--- src/rtl/event_trig_pkg.sv ---
// Shared constants for the event_trigger_out notifier: event bit map, ack bits,
// host endpoint addresses and the post-reset warm-up states of the counter monitor.
package event_trig_pkg;

  localparam int unsigned NUM_EVENTS      = 16;
  localparam int unsigned NUM_BUTTONS     = 4;
  localparam int unsigned EVT_PRESS_LSB   = 0;
  localparam int unsigned EVT_RELEASE_LSB = 4;
  localparam int unsigned EVT_CROSS       = 8;
  localparam int unsigned EVT_WRAP        = 9;
  localparam int unsigned ACK_LOST_CLR    = 15;

  localparam logic [7:0] EP_TRIG_OUT   = 8'h60;
  localparam logic [7:0] EP_STATUS     = 8'h3B;
  localparam logic [7:0] EP_LOST_CNT   = 8'h3C;
  localparam logic [7:0] EP_ACK        = 8'h41;

  // Bits 15:10 are reserved and can never be accepted.
  localparam logic [NUM_EVENTS-1:0] EVT_VALID_MASK = 16'h03FF;

  typedef enum logic [1:0] {
    WARM_0,
    WARM_1,
    ARMED
  } warm_e;

endpackage

--- src/rtl/event_trigger_out_debounce.sv ---
// Single pushbutton conditioner: 2-FF synchronizer, stability counter and the
// accepted (debounced) level, which powers up and resets to released (1).
module button_debounce #(
  parameter int unsigned DEBOUNCE_CYCLES = 20000
) (
  input  logic clk1,
  input  logic reset,
  input  logic raw,
  output logic level
);

  localparam int unsigned CW = (DEBOUNCE_CYCLES > 1) ? $clog2(DEBOUNCE_CYCLES) : 1;

  logic          s1;
  logic          s2;
  logic [CW-1:0] cnt;

  always_ff @(posedge clk1 or posedge reset) begin
    if (reset) begin
      s1    <= 1'b1;
      s2    <= 1'b1;
      level <= 1'b1;
      cnt   <= '0;
    end else begin
      s1 <= raw;
      s2 <= s1;
      if (s2 == level) begin
        cnt <= '0;
      end else if (cnt == CW'(DEBOUNCE_CYCLES - 1)) begin
        level <= s2;
        cnt   <= '0;
      end else begin
        cnt <= cnt + CW'(1);
      end
    end
  end

endmodule

--- src/rtl/event_trigger_out.sv ---
// Host event notifier: debounced button edges, threshold crossing and counter wrap
// become one-cycle trigger pulses with sticky status and a lost-event counter.
// Optional timestamp latch enabled by defining EVENT_TRIG_TIMESTAMP_EN.
module event_trigger_out
  import event_trig_pkg::*;
#(
  parameter int unsigned DEBOUNCE_CYCLES = 20000,
  parameter int unsigned LOST_W          = 16
) (
  input  logic                  clk1,
  input  logic                  reset,
  input  logic [3:0]            button,
  input  logic [31:0]           count_in,
  input  logic [31:0]           threshold,
  input  logic [15:0]           en_mask,
  input  logic [15:0]           ack,
  output logic [15:0]           trig_out,
  output logic [15:0]           status,
  output logic [LOST_W-1:0]     lost_cnt,
  output logic [31:0]           ts_latch
);

  logic [NUM_BUTTONS-1:0] deb;
  logic [NUM_BUTTONS-1:0] deb_d;
  logic [7:0]             btn_evt;
  logic [31:0]            cur;
  logic [31:0]            prev;
  warm_e                  warm;
  logic [NUM_EVENTS-1:0]  evt;
  logic [NUM_EVENTS-1:0]  acc;
  logic                   lost_hit;

  for (genvar i = 0; i < NUM_BUTTONS; i++) begin : g_btn
    button_debounce #(
      .DEBOUNCE_CYCLES(DEBOUNCE_CYCLES)
    ) u_deb (
      .clk1  (clk1),
      .reset (reset),
      .raw   (button[i]),
      .level (deb[i])
    );
  end

  // Button edges are registered once more so press/release land DEBOUNCE_CYCLES+3 after sampling.
  always_ff @(posedge clk1 or posedge reset) begin
    if (reset) begin
      deb_d   <= '1;
      btn_evt <= '0;
    end else begin
      deb_d   <= deb;
      btn_evt <= {deb & ~deb_d, deb_d & ~deb};
    end
  end

  always_ff @(posedge clk1 or posedge reset) begin
    if (reset) begin
      cur  <= '0;
      prev <= '0;
      warm <= WARM_0;
    end else begin
      cur  <= count_in;
      prev <= cur;
      case (warm)
        WARM_0:  warm <= WARM_1;
        WARM_1:  warm <= ARMED;
        default: warm <= ARMED;
      endcase
    end
  end

  always_comb begin
    evt = '0;
    evt[EVT_RELEASE_LSB +: NUM_BUTTONS] = btn_evt[7:4];
    evt[EVT_PRESS_LSB   +: NUM_BUTTONS] = btn_evt[3:0];
    if (warm == ARMED) begin
      evt[EVT_CROSS] = (prev < threshold) && (cur >= threshold);
      evt[EVT_WRAP]  = prev[31] && !cur[31];
    end
  end

  assign acc      = evt & en_mask & EVT_VALID_MASK;
  assign lost_hit = |(acc & status & ~ack);

  always_ff @(posedge clk1 or posedge reset) begin
    if (reset) begin
      trig_out <= '0;
      status   <= '0;
      lost_cnt <= '0;
    end else begin
      trig_out <= acc;
      status   <= (status & ~ack) | acc;
      if (ack[ACK_LOST_CLR]) begin
        lost_cnt <= lost_hit ? LOST_W'(1) : '0;
      end else if (lost_hit && (lost_cnt != '1)) begin
        lost_cnt <= lost_cnt + LOST_W'(1);
      end
    end
  end

`ifdef EVENT_TRIG_TIMESTAMP_EN
  logic [31:0] ts_cnt;

  always_ff @(posedge clk1 or posedge reset) begin
    if (reset) begin
      ts_cnt   <= '0;
      ts_latch <= '0;
    end else begin
      ts_cnt <= ts_cnt + 32'd1;
      if (|acc) begin
        ts_latch <= ts_cnt;
      end
    end
  end
`else
  assign ts_latch = '0;
`endif

endmodule

--- config.mk ---
export PLATFORM = sky130hd
export DESIGN_NAME = event_trigger_out
export DESIGN_NICKNAME = d
export VERILOG_FILES = /design/src/rtl/event_trig_pkg.sv /design/src/rtl/event_trigger_out_debounce.sv /design/src/rtl/event_trigger_out.sv
export SDC_FILE = /design/constraint.sdc
export NUM_CORES = 1
export LEC_CHECK = 0
export CORE_ASPECT_RATIO = 1.1
export CORE_MARGIN = 2
export CORE_UTILIZATION = 55
export DETAILED_ROUTE_END_ITERATION = 16
export HOLD_SLACK_MARGIN = 0.12
export PLACE_DENSITY_LB_ADDON = 0.05
export SYNTH_ARGS = -nofsm -noshare
export SYNTH_HDL_FRONTEND = slang
export SYNTH_HIERARCHICAL = 1
export SYNTH_SLANG_ARGS = --single-unit
--- constraint.sdc ---
create_clock -name clk1 -period 9.1 [get_ports clk1]
set_clock_uncertainty 0.1 [all_clocks]
set_input_delay 1.82 -clock clk1 [delete_from_list [all_inputs] [get_ports clk1]]
set_output_delay 1.82 -clock clk1 [all_outputs]
set_load 0.01 [all_outputs]
==> impl_metrics.toml <==
[synthesis]
synthTopCellsByCount = "dfrtp_1 (176), nor2_1 (79), ha_1 (68)"
synth_seq_cells = 192
ys_async_sr_fraction_pct = 100
synth_area_leaders = "dfrtp_1 (49%), ha_1 (9.4%), dfstp_2 (4.7%)"
synth_seq_area_share_pct = 53.5
synth.avg_cell_area_um2 = 11.2
synthFlopType = "dfrtp_1"
ys_types = 57
synth_top_area_share_pct = 48.8
syn_area_um2 = 9030
yosysWarnings = 6
yosysMostFrequentCell = "dfrtp_1"
netlist_instances = 809
synth_edf_count = 0
yosysTopAreaCell = "dfrtp_1"

[critical_path]
r2r_slack_ns = 5.84
r2r_cells = 10
worstPathArrival_ns = 5.00
rr_endpoint = "lost_cnt[11]"
cp-start-kind = "input port"
critPathRequiredTime_ns = 9.32
cp_max_fo = 28
end_kind = "register"
path_class = "input port to register"
timing.rr.start = "cur[0]"

[final_layout]
multiInputGateArea_um2 = 3720
nFillCells = 1239
stdcell_count = 1172
syn_to_final_growth_pct = 22.2
final_nets = 1125
antenna_cells = 0
seqCellArea_um2 = 4820
drive_gt1_share_pct = 7.85

[clock_tree]
cts.sinks = 192
clockBufferDepth = 2
cts_setup_buffers = 0
cts-resized-gates = 0
cts_tree = "done"
clk_pin_slew_worst_paths_ns = 0.07
clk_latency_ns = 0.42
postCtsHoldBufs = 0
numCtsBuffers = 17
root_buffer = "clkbuf_16"
htreeDepth = 4

[min_path]
min_to = "g_btn[3].u_deb/s2"
whs_path_depth = 0
hold_path.class = "register to register"
min_from = "g_btn[3].u_deb/s1"

[drt]
drc = 0
wl_per_cell_um = 15.6
drtPass1Iterations = 5
vias = 6213
wl_mm = 18.3
drtAntennaViolNets = 0
vias_per_cell = 5.30
drt-initial-drc-count = 342

[placement]
gp_congestion = 0.849
dp.cells = 1140
pre_cts_slack_ns = 3.86
dp.final_hpwl_mm = 13.5
port-buffer-count = 137

[global_routing]
overflow = 0
grt_antenna_before_repair = 1
grt_pass1_wl_mm = 30.9
top_usage_layer = "met2"
grt_use_met1_pct = 28.9
grt_start_max_net_pins = 85
grt.total_usage_pct = 21.7
first_global_vias = 6424
met2_usage_pct = 36.0
use_met3_pct = 4.68

[timing]
setup_viol = 0
hold_viol = 0
timing.final.ws_setup_ns = 4.31
slew_headroom_pct = 30.9
drv_slew = 0
period_share_pct = 52.6
tns_ns = 0
worst_slew_pin_slew_ns = 1.04
rsz0062_at_grt = "false"
max_freq_mhz = 209
period_needed_ns = 4.79

[die]
die_w_um = 126
dieArea_um2 = 17500
rows = 49
die_h_um = 138
core_um2 = 16200
start_util_pct = 55.8
io_pins = 182

[power]
p_leak_nw = 4.98
p_total_mw = 1.79
vdd_drop_max_mv = 0.126
powerDensity_nw_per_um2 = 163

[run]
maxCapViolations = 0

[outcome]
outcome = "complete, no violations"
==> critical path, stage by stage <==
cell and delay, ns:
clkdlybuf4s50_1 0.53, ha_1 0.24, nand2b_1 0.17, a2111oi_2 0.50, a2111oi_4 0.05, o31ai_1 0.42, a211oi_2 0.23, a31oi_4 0.62
nor3b_1 0.13, mux2_2 0.29
==> sequential cells by signal, summed over array words and instances (netlist names) <==
register,flops
cur,32
trig_out,10
prev,32
btn_evt,8
g_btn.u_deb/cnt,60
g_btn.u_deb/level,4
lost_cnt,16
warm,2
status,16
deb_d,4
g_btn.u_deb/s2,4
g_btn.u_deb/s1,4
==> power breakdown <==
| group | internal [mW] | switching [mW] |
|---|---|---|
| sequential | 0.877 | 0.0142 |
| clock | 0.429 | 0.320 |
| combinational | 0.0744 | 0.0789 |
==> routing by layer <==
layer,up-vias,wire length (um)
met2,147,9110
met3,22,845
li1,3009,-
met4,0,311
met5,-,0
met1,3035,8020
==> through the flow <==
| stage | hold slack [ns] | area, um^2 | util [%] |
|---|---|---|---|
| floorplan | 0.245 | 9170 | - |
| global placement | 0.245 | 10400 | 64.5 |
| detailed placement | 0.247 | 10400 | 64.5 |
| CTS | 0.257 | 11000 | 68.2 |
| global route | 0.260 | 11000 | 68.2 |
| finish | 0.256 | 11000 | 68.2 |
==> cells in the final DEF, fill, tap and decap left out, types with 29 or more instances in the layout <==
master             n
xnor2_1           44
a21oi_1           37
inv_1             66
ha_1              68
nand3_1           32
clkdlybuf4s50_1  137
dfrtp_1          176
nand2_1           29
conb_1            38
nor2_1            79
==> logic make-up after synthesis <==
group | synth area share (%)
buf+inv | 6.86
flops | 53.5
xor+xnor | 5.05
simple gates | 16.9
mux | 1.01
compound gates | 7.28
other cells | 0.0415
fa+ha+maj | 9.43
==> layout make-up <==
class / instances / area share [%]
Multi-Input combinational cell: 539 / 33.7
Clock buffer: 21 / 4.26
Inverter: 67 / 2.30
Clock inverter: 11 / 1.18
Tap cell: 204 / 2.31
Sequential cell: 192 / 43.7
Timing Repair Buffer: 138 / 12.5
==> how the worst max path moves through the flow <==
| stage | endpoint | cells after the start | slack [ns] | startpoint |
|---|---|---|---|---|
| 2_1_floorplan | btn_evt[0] | 1 | 4.00 | reset |
| 3_3_place_gp | lost_cnt[11] | 10 | 3.93 | threshold[0] |
| 3_5_place_dp | lost_cnt[11] | 10 | 3.86 | threshold[0] |
| 4_1_cts | lost_cnt[11] | 10 | 4.32 | threshold[0] |
| 5_1_grt | lost_cnt[11] | 10 | 4.18 | threshold[0] |
| 6_report | lost_cnt[11] | 10 | 4.31 | threshold[0] |
(Power assumes the default switching activity.)
